<file path="src/rtl/cotm32_pkg.sv">
// Shared widths and immediate-format encoding for the cotm32 core.
package cotm32_pkg;

    localparam int unsigned XLEN       = 32;
    localparam int unsigned INST_WIDTH = 32;
    localparam int unsigned REG_ADDR_W = 5;

    // Immediate format select; codes 5..7 are unused and treated as invalid.
    typedef enum logic [2:0] {
        IMM_I = 3'd0,
        IMM_S = 3'd1,
        IMM_B = 3'd2,
        IMM_U = 3'd3,
        IMM_J = 3'd4
    } imm_t;

endpackage

</file>
<file path="src/rtl/imm_inst_gen_if.sv">
// Request and instruction-stream handshake bundle for imm_inst_gen.
interface imm_inst_gen_if;
    import cotm32_pkg::*;

    logic                    i_req_valid;
    logic                    o_req_ready;
    logic                    i_req_li;
    imm_t                    i_req_fmt;
    logic [XLEN-1:0]         i_req_base;
    logic [XLEN-1:0]         i_req_imm;
    logic [REG_ADDR_W-1:0]   i_req_rd;
    logic                    o_inst_valid;
    logic                    i_inst_ready;
    logic [INST_WIDTH-1:0]   o_inst;
    logic                    o_inst_last;
    logic                    o_inst_err;

    // Requester / consumer side.
    modport master (
        output i_req_valid, i_req_li, i_req_fmt, i_req_base, i_req_imm, i_req_rd,
        output i_inst_ready,
        input  o_req_ready, o_inst_valid, o_inst, o_inst_last, o_inst_err
    );

    // Generator side.
    modport slave (
        input  i_req_valid, i_req_li, i_req_fmt, i_req_base, i_req_imm, i_req_rd,
        input  i_inst_ready,
        output o_req_ready, o_inst_valid, o_inst, o_inst_last, o_inst_err
    );

endinterface

</file>
<file path="src/rtl/imm_inst_gen.sv">
// Immediate instruction generator: splices immediates into RV32 templates (ENC)
// or expands `li rd, imm` into LUI/ADDI, emitted over a registered valid/ready stream.
module imm_inst_gen
    import cotm32_pkg::*;
(
    input  logic           i_clk,
    input  logic           i_rst,
    imm_inst_gen_if.slave  bus
);

    typedef enum logic [1:0] {
        ST_IDLE    = 2'd0,
        ST_OUT_ONE = 2'd1,
        ST_OUT_HI  = 2'd2,
        ST_OUT_LO  = 2'd3
    } state_t;

    localparam logic [6:0] OP_IMM = 7'b0010011;
    localparam logic [6:0] OP_LUI = 7'b0110111;

    state_t                state_q, state_d;
    logic                  valid_q, valid_d;
    logic                  last_q,  last_d;
    logic                  err_q,   err_d;
    logic [INST_WIDTH-1:0] inst_q,  inst_d;
    logic [INST_WIDTH-1:0] lo_q,    lo_d;

    logic                  accept;
    logic                  consume;
    logic                  fit11, fit12, fit20;
    logic [INST_WIDTH-1:0] enc_inst;
    logic                  enc_err;
    logic [11:0]           li_lo;
    logic [19:0]           li_hi;
    logic [REG_ADDR_W-1:0] rd;

    assign bus.o_req_ready  = !valid_q || (bus.i_inst_ready && last_q);
    assign bus.o_inst_valid = valid_q;
    assign bus.o_inst       = inst_q;
    assign bus.o_inst_last  = last_q;
    assign bus.o_inst_err   = err_q;

    assign accept  = bus.i_req_valid && bus.o_req_ready;
    assign consume = valid_q && bus.i_inst_ready;

    // Sign-extension range checks: upper bits all copies of the top kept bit.
    assign fit11 = (&bus.i_req_imm[31:11]) || !(|bus.i_req_imm[31:11]);
    assign fit12 = (&bus.i_req_imm[31:12]) || !(|bus.i_req_imm[31:12]);
    assign fit20 = (&bus.i_req_imm[31:20]) || !(|bus.i_req_imm[31:20]);

    assign rd    = bus.i_req_rd;
    assign li_lo = bus.i_req_imm[11:0];
    assign li_hi = bus.i_req_imm[31:12] + 20'(bus.i_req_imm[11]);

    // ENC: overwrite only the immediate fields of the template.
    always_comb begin
        enc_inst = bus.i_req_base;
        enc_err  = 1'b0;
        case (bus.i_req_fmt)
            IMM_I: begin
                enc_inst[31:20] = bus.i_req_imm[11:0];
                enc_err         = !fit11;
            end
            IMM_S: begin
                enc_inst[31:25] = bus.i_req_imm[11:5];
                enc_inst[11:7]  = bus.i_req_imm[4:0];
                enc_err         = !fit11;
            end
            IMM_B: begin
                enc_inst[31]    = bus.i_req_imm[12];
                enc_inst[30:25] = bus.i_req_imm[10:5];
                enc_inst[11:8]  = bus.i_req_imm[4:1];
                enc_inst[7]     = bus.i_req_imm[11];
                enc_err         = bus.i_req_imm[0] || !fit12;
            end
            IMM_U: begin
                enc_inst[31:12] = bus.i_req_imm[31:12];
                enc_err         = |bus.i_req_imm[11:0];
            end
            IMM_J: begin
                enc_inst[31]    = bus.i_req_imm[20];
                enc_inst[30:21] = bus.i_req_imm[10:1];
                enc_inst[20]    = bus.i_req_imm[11];
                enc_inst[19:12] = bus.i_req_imm[19:12];
                enc_err         = bus.i_req_imm[0] || !fit20;
            end
            default: begin
                enc_inst = bus.i_req_base;
                enc_err  = 1'b1;
            end
        endcase
    end

    // Next-state and output-register logic; a stall holds everything.
    always_comb begin
        state_d = state_q;
        valid_d = valid_q;
        last_d  = last_q;
        err_d   = err_q;
        inst_d  = inst_q;
        lo_d    = lo_q;
        if (accept) begin
            valid_d = 1'b1;
            state_d = ST_OUT_ONE;
            last_d  = 1'b1;
            err_d   = 1'b0;
            if (bus.i_req_li) begin
                if (fit11) begin
                    inst_d = {li_lo, 5'd0, 3'b000, rd, OP_IMM};
                end else if (li_lo == 12'd0) begin
                    inst_d = {li_hi, rd, OP_LUI};
                end else begin
                    inst_d  = {li_hi, rd, OP_LUI};
                    lo_d    = {li_lo, rd, 3'b000, rd, OP_IMM};
                    last_d  = 1'b0;
                    state_d = ST_OUT_HI;
                end
            end else begin
                inst_d = enc_inst;
                err_d  = enc_err;
            end
        end else if (consume) begin
            if (state_q == ST_OUT_HI) begin
                inst_d  = lo_q;
                last_d  = 1'b1;
                err_d   = 1'b0;
                state_d = ST_OUT_LO;
            end else begin
                valid_d = 1'b0;
                state_d = ST_IDLE;
            end
        end
    end

    // State and output registers with synchronous reset.
    always_ff @(posedge i_clk) begin
        if (i_rst) begin
            state_q <= ST_IDLE;
            valid_q <= 1'b0;
            last_q  <= 1'b0;
            err_q   <= 1'b0;
            inst_q  <= '0;
            lo_q    <= '0;
        end else begin
            state_q <= state_d;
            valid_q <= valid_d;
            last_q  <= last_d;
            err_q   <= err_d;
            inst_q  <= inst_d;
            lo_q    <= lo_d;
        end
    end

endmodule

</file>
<file path="src/flat_wrapper.sv">
// flat-port wrapper written by rule: the top's interface ports become plain ports
module imm_inst_gen_flat import cotm32_pkg::*;
  (i_clk, i_rst, bus_i_req_valid, bus_i_req_li, bus_i_req_fmt, bus_i_req_base, bus_i_req_imm, bus_i_req_rd, bus_i_inst_ready, bus_o_req_ready, bus_o_inst_valid, bus_o_inst, bus_o_inst_last, bus_o_inst_err);
  imm_inst_gen_if bus_i ();
  input  logic i_clk;
  input  logic i_rst;
  input wire logic [$bits(bus_i.i_req_valid)-1:0] bus_i_req_valid;
  input wire logic [$bits(bus_i.i_req_li)-1:0] bus_i_req_li;
  input wire logic [$bits(bus_i.i_req_fmt)-1:0] bus_i_req_fmt;
  input wire logic [$bits(bus_i.i_req_base)-1:0] bus_i_req_base;
  input wire logic [$bits(bus_i.i_req_imm)-1:0] bus_i_req_imm;
  input wire logic [$bits(bus_i.i_req_rd)-1:0] bus_i_req_rd;
  input wire logic [$bits(bus_i.i_inst_ready)-1:0] bus_i_inst_ready;
  output wire logic [$bits(bus_i.o_req_ready)-1:0] bus_o_req_ready;
  output wire logic [$bits(bus_i.o_inst_valid)-1:0] bus_o_inst_valid;
  output wire logic [$bits(bus_i.o_inst)-1:0] bus_o_inst;
  output wire logic [$bits(bus_i.o_inst_last)-1:0] bus_o_inst_last;
  output wire logic [$bits(bus_i.o_inst_err)-1:0] bus_o_inst_err;
  assign bus_i.i_req_valid = bus_i_req_valid;
  assign bus_i.i_req_li = bus_i_req_li;
  assign bus_i.i_req_fmt = bus_i_req_fmt;
  assign bus_i.i_req_base = bus_i_req_base;
  assign bus_i.i_req_imm = bus_i_req_imm;
  assign bus_i.i_req_rd = bus_i_req_rd;
  assign bus_i.i_inst_ready = bus_i_inst_ready;
  assign bus_o_req_ready = bus_i.o_req_ready;
  assign bus_o_inst_valid = bus_i.o_inst_valid;
  assign bus_o_inst = bus_i.o_inst;
  assign bus_o_inst_last = bus_i.o_inst_last;
  assign bus_o_inst_err = bus_i.o_inst_err;
  imm_inst_gen u_core (.i_clk(i_clk), .i_rst(i_rst), .bus(bus_i));
endmodule
</file>
<file path="config.mk">
export PLATFORM = sky130hd
export DESIGN_NAME = imm_inst_gen_flat
export DESIGN_NICKNAME = d
export VERILOG_FILES = /design/src/rtl/cotm32_pkg.sv /design/src/rtl/imm_inst_gen_if.sv /design/src/rtl/imm_inst_gen.sv /design/src/flat_wrapper.sv
export SDC_FILE = /design/constraint.sdc
export NUM_CORES = 1
export LEC_CHECK = 0
export CORE_AREA = 5 5 94 96
export CTS_CLUSTER_DIAMETER = 60
export DETAILED_ROUTE_END_ITERATION = 12
export DIE_AREA = 0 0 99 101
export GPL_ROUTABILITY_DRIVEN = 0
export GPL_TIMING_DRIVEN = 0
export PLACE_DENSITY = 0.79
export SYNTH_ARGS = -nofsm -noshare
export SYNTH_HDL_FRONTEND = slang
export SYNTH_SLANG_ARGS = --single-unit
</file>
<file path="constraint.sdc">
create_clock -name i_clk -period 2.57 [get_ports i_clk]
set_input_delay 0.514 -clock i_clk [delete_from_list [all_inputs] [get_ports i_clk]]
set_output_delay 0.514 -clock i_clk [all_outputs]
set_load 0.01 [all_outputs]
</file>
==> results.ini <==
[global_routing]
grt_pass1_wl_mm=20.2
globalRouteOverflowTotal=0
grt.total_usage_pct=25.1
grt_max_degree=19
first_global_vias=4019
antenna_found_initial=0

[drt]
drt_iter0_markers=435
drtAntennaViolNets=0
finalWirelength_mm=13.0
num_vias=4103
drc=0
via_per_inst=6.17
routedWlPerCell_um=19.6
first_pass_iters=6

[worst_hold_path]
hp-class=flop to flop
whs_endpoint=u_core.lo_q[26]
min-delay-start=u_core.lo_q[26]
holdPathStages=2

[sta]
setup_viol=0
max_freq_ghz=0.398
fin_ws_ps=56.9
drv_slew=0
period_share_pct=97.8
finalHoldViolations=0
whs_ps=456
finClkSkew_ps=7.50
slew_headroom_pct=48.4
min_period_ps=2510
worst_pin_slew_ps=770
final.setup.tns_ps=0

[clocking]
clk_latency_ps=310
clockBufferDepth=2
cts-buffers-inserted=5
htree_levels=2
cts_tree=done
cts.clk_slew.worst_paths_ps=110
hold_buffers=0
cts_root_buf=clkbuf_8
cts_num_sinks=55

[power_and_ir_drop]
switchingPower_mw=0.682
powerDensity_mw_per_mm2=431
clkPwrFrac_pct=23.8
sequentialPowerShare_pct=44.9
internal_power_mw=1.44
total_power_mw=2.13
p_leak_nw=1.88
swShare_pct=32.1
vdd_drop_max_v=0.000295
p_comb_share_pct=31.3

[synth]
synth_area_mm2=0.00360
ys_dominant_reg_cell=dfxtp_1
syn_nets=522
yosys_warnings=0
yosysSeqAreaShare_pct=30.6
synth-edff-count=0
postSynthAreaPerCell_um2=8.14
synthCells=442
synth_cell_types=63
synth-seq-cells=55
postSynth.asyncResetShare_pct=0

[place]
dp_slack_ps=-513
hpwlAfterDp_mm=10.0
io_buffers=107

[floorplan]
initial_utilization_pct=45.1
core_mm2=0.00797
rows=33
die_area_mm2=0.0100
ios=113
die_h_um=101
die_width_um=99

[cells_and_area]
multi_input_area_mm2=0.00231
drive_gt1_share_pct=11.6
final_common_cell=clkdlybuf4s50_1
antenna_cells=0
final_cell_mix=clkdlybuf4s50_1, dfxtp_1, nor2_1
area_growth_pct=37.2
regArea_mm2=0.00110
finish.utilization_pct=61.9
nFillCells=698
nets=639

[critical_path]
r2r_end=u_core.bus.o_inst[0]
crit_type=input port to flop
r2r_setup_slack_ps=290
timing.rr.start=u_core.bus.o_inst_valid
worst_setup_path_end_kind=flop
crit_fanout=6
cp.required_ps=2740
startpoint_type=input port
arrival_ps=2690
worst_r2r_path_depth=7

[run_status]
status=finished clean

[flow_run]
cap_violations=0

[final cells by class]
type,instances,share of cell area (%)
Buffer,34,3.35
Clock buffer,5,1.40
Clock inverter,3,0.457
Inverter,10,0.761
Multi-Input combinational cell,343,46.8
Sequential cell,55,22.3
Tap cell,105,2.66
Timing Repair Buffer,110,22.2
[synth_stat cells, types with 11 or more instances]
| library cell | instances | area, um2 |
|---|---|---|
| xnor2_1 | 14 | 123 |
| nor2_1 | 48 | 180 |
| a21oi_1 | 26 | 130 |
| dfxtp_1 | 55 | 1100 |
| o21ai_0 | 11 | 55.1 |
| nand3_1 | 26 | 130 |
| mux2i_1 | 18 | 180 |
| mux2_2 | 19 | 214 |
| nor3_1 | 15 | 75.1 |
| clkbuf_1 | 19 | 71.3 |
| nand2_1 | 40 | 150 |
[what timing repair did]
item                       4_1_cts  5_1_grt
buffers inserted                 2        1
setup endpoints to repair       10        6
resized for setup                2        5
gates cloned                     0        0
pin swaps                        1        2
[state kept, by name, indices dropped and copies added (netlist names)]
| name | cells |
|---|---|
| u_core.state_q | 2 |
| u_core.bus.o_inst_last | 1 |
| u_core.bus.o_inst_err | 1 |
| u_core.bus.o_inst_valid | 1 |
| u_core.bus.o_inst | 32 |
| u_core.lo_q | 18 |
[cell families (layout without fill, tap and decap cells)]
family                     count (synthesis)  after routing  synth area share, %
and+or+nand+nor                          172            172                 23.9
AOI/OAI and AO/OA                        111            111                 22.6
DFF                                       55             55                 30.6
buffers and inverters                     44            162                 5.57
muxes                                     40             40                 12.1
xor gates and xnor gates                  16             16                 3.90
adders and majority gates                  4              4                 1.32
[power by group through the flow]
| stage | clock network, mW | registers (mW) | logic (mW) |
|---|---|---|---|
| floorplan | 0 | 0.986 | 0.298 |
| global placement | 0 | 0.970 | 0.638 |
| detailed placement | 0 | 0.972 | 0.648 |
| CTS | 0.508 | 0.953 | 0.652 |
| global route | 0.541 | 0.961 | 0.707 |
| finish | 0.506 | 0.954 | 0.665 |
[metal layers]
| layer | vias to the layer above | track usage, % | share of wire (%) |
|---|---|---|---|
| li1 | 1878 | - | - |
| met1 | 1915 | 31.4 | 40 |
| met2 | 265 | 42.2 | 45 |
| met3 | 45 | 6.57 | 11 |
| met4 | 0 | 8.30 | 3.5 |
| met5 | - | 0 | 0 |
[worst max-delay path, cell delays in order]
cell and delay, ps:
clkdlybuf4s50_1 610, nand3_1 230, nor4_4 500, a22oi_4 160, mux2_4 330, a211oi_2 270, a311oi_1 80
[through the flow]
step | cells | instance area, um2
after CTS | 664 | 4900
after floorplan | 442 | 3600
after global routing | 665 | 4930
after detailed placement | 654 | 4800
after global placement | 654 | 4800
final | 665 | 4930
[how the worst max path moves through the flow]
stage	cells past startpoint	start	end
2_1_floorplan	8	bus_i_req_imm[11]	u_core.bus.o_inst[22]
3_3_place_gp	8	bus_i_req_imm[11]	u_core.bus.o_inst[22]
3_5_place_dp	9	bus_i_req_imm[11]	u_core.bus.o_inst[22]
4_1_cts	7	bus_i_req_imm[26]	u_core.bus.o_inst[22]
5_1_grt	10	bus_i_req_imm[12]	u_core.lo_q[21]
6_report	7	bus_i_req_imm[26]	u_core.bus.o_inst[22]
No activity file was read; power rests on OpenSTA's default activity.
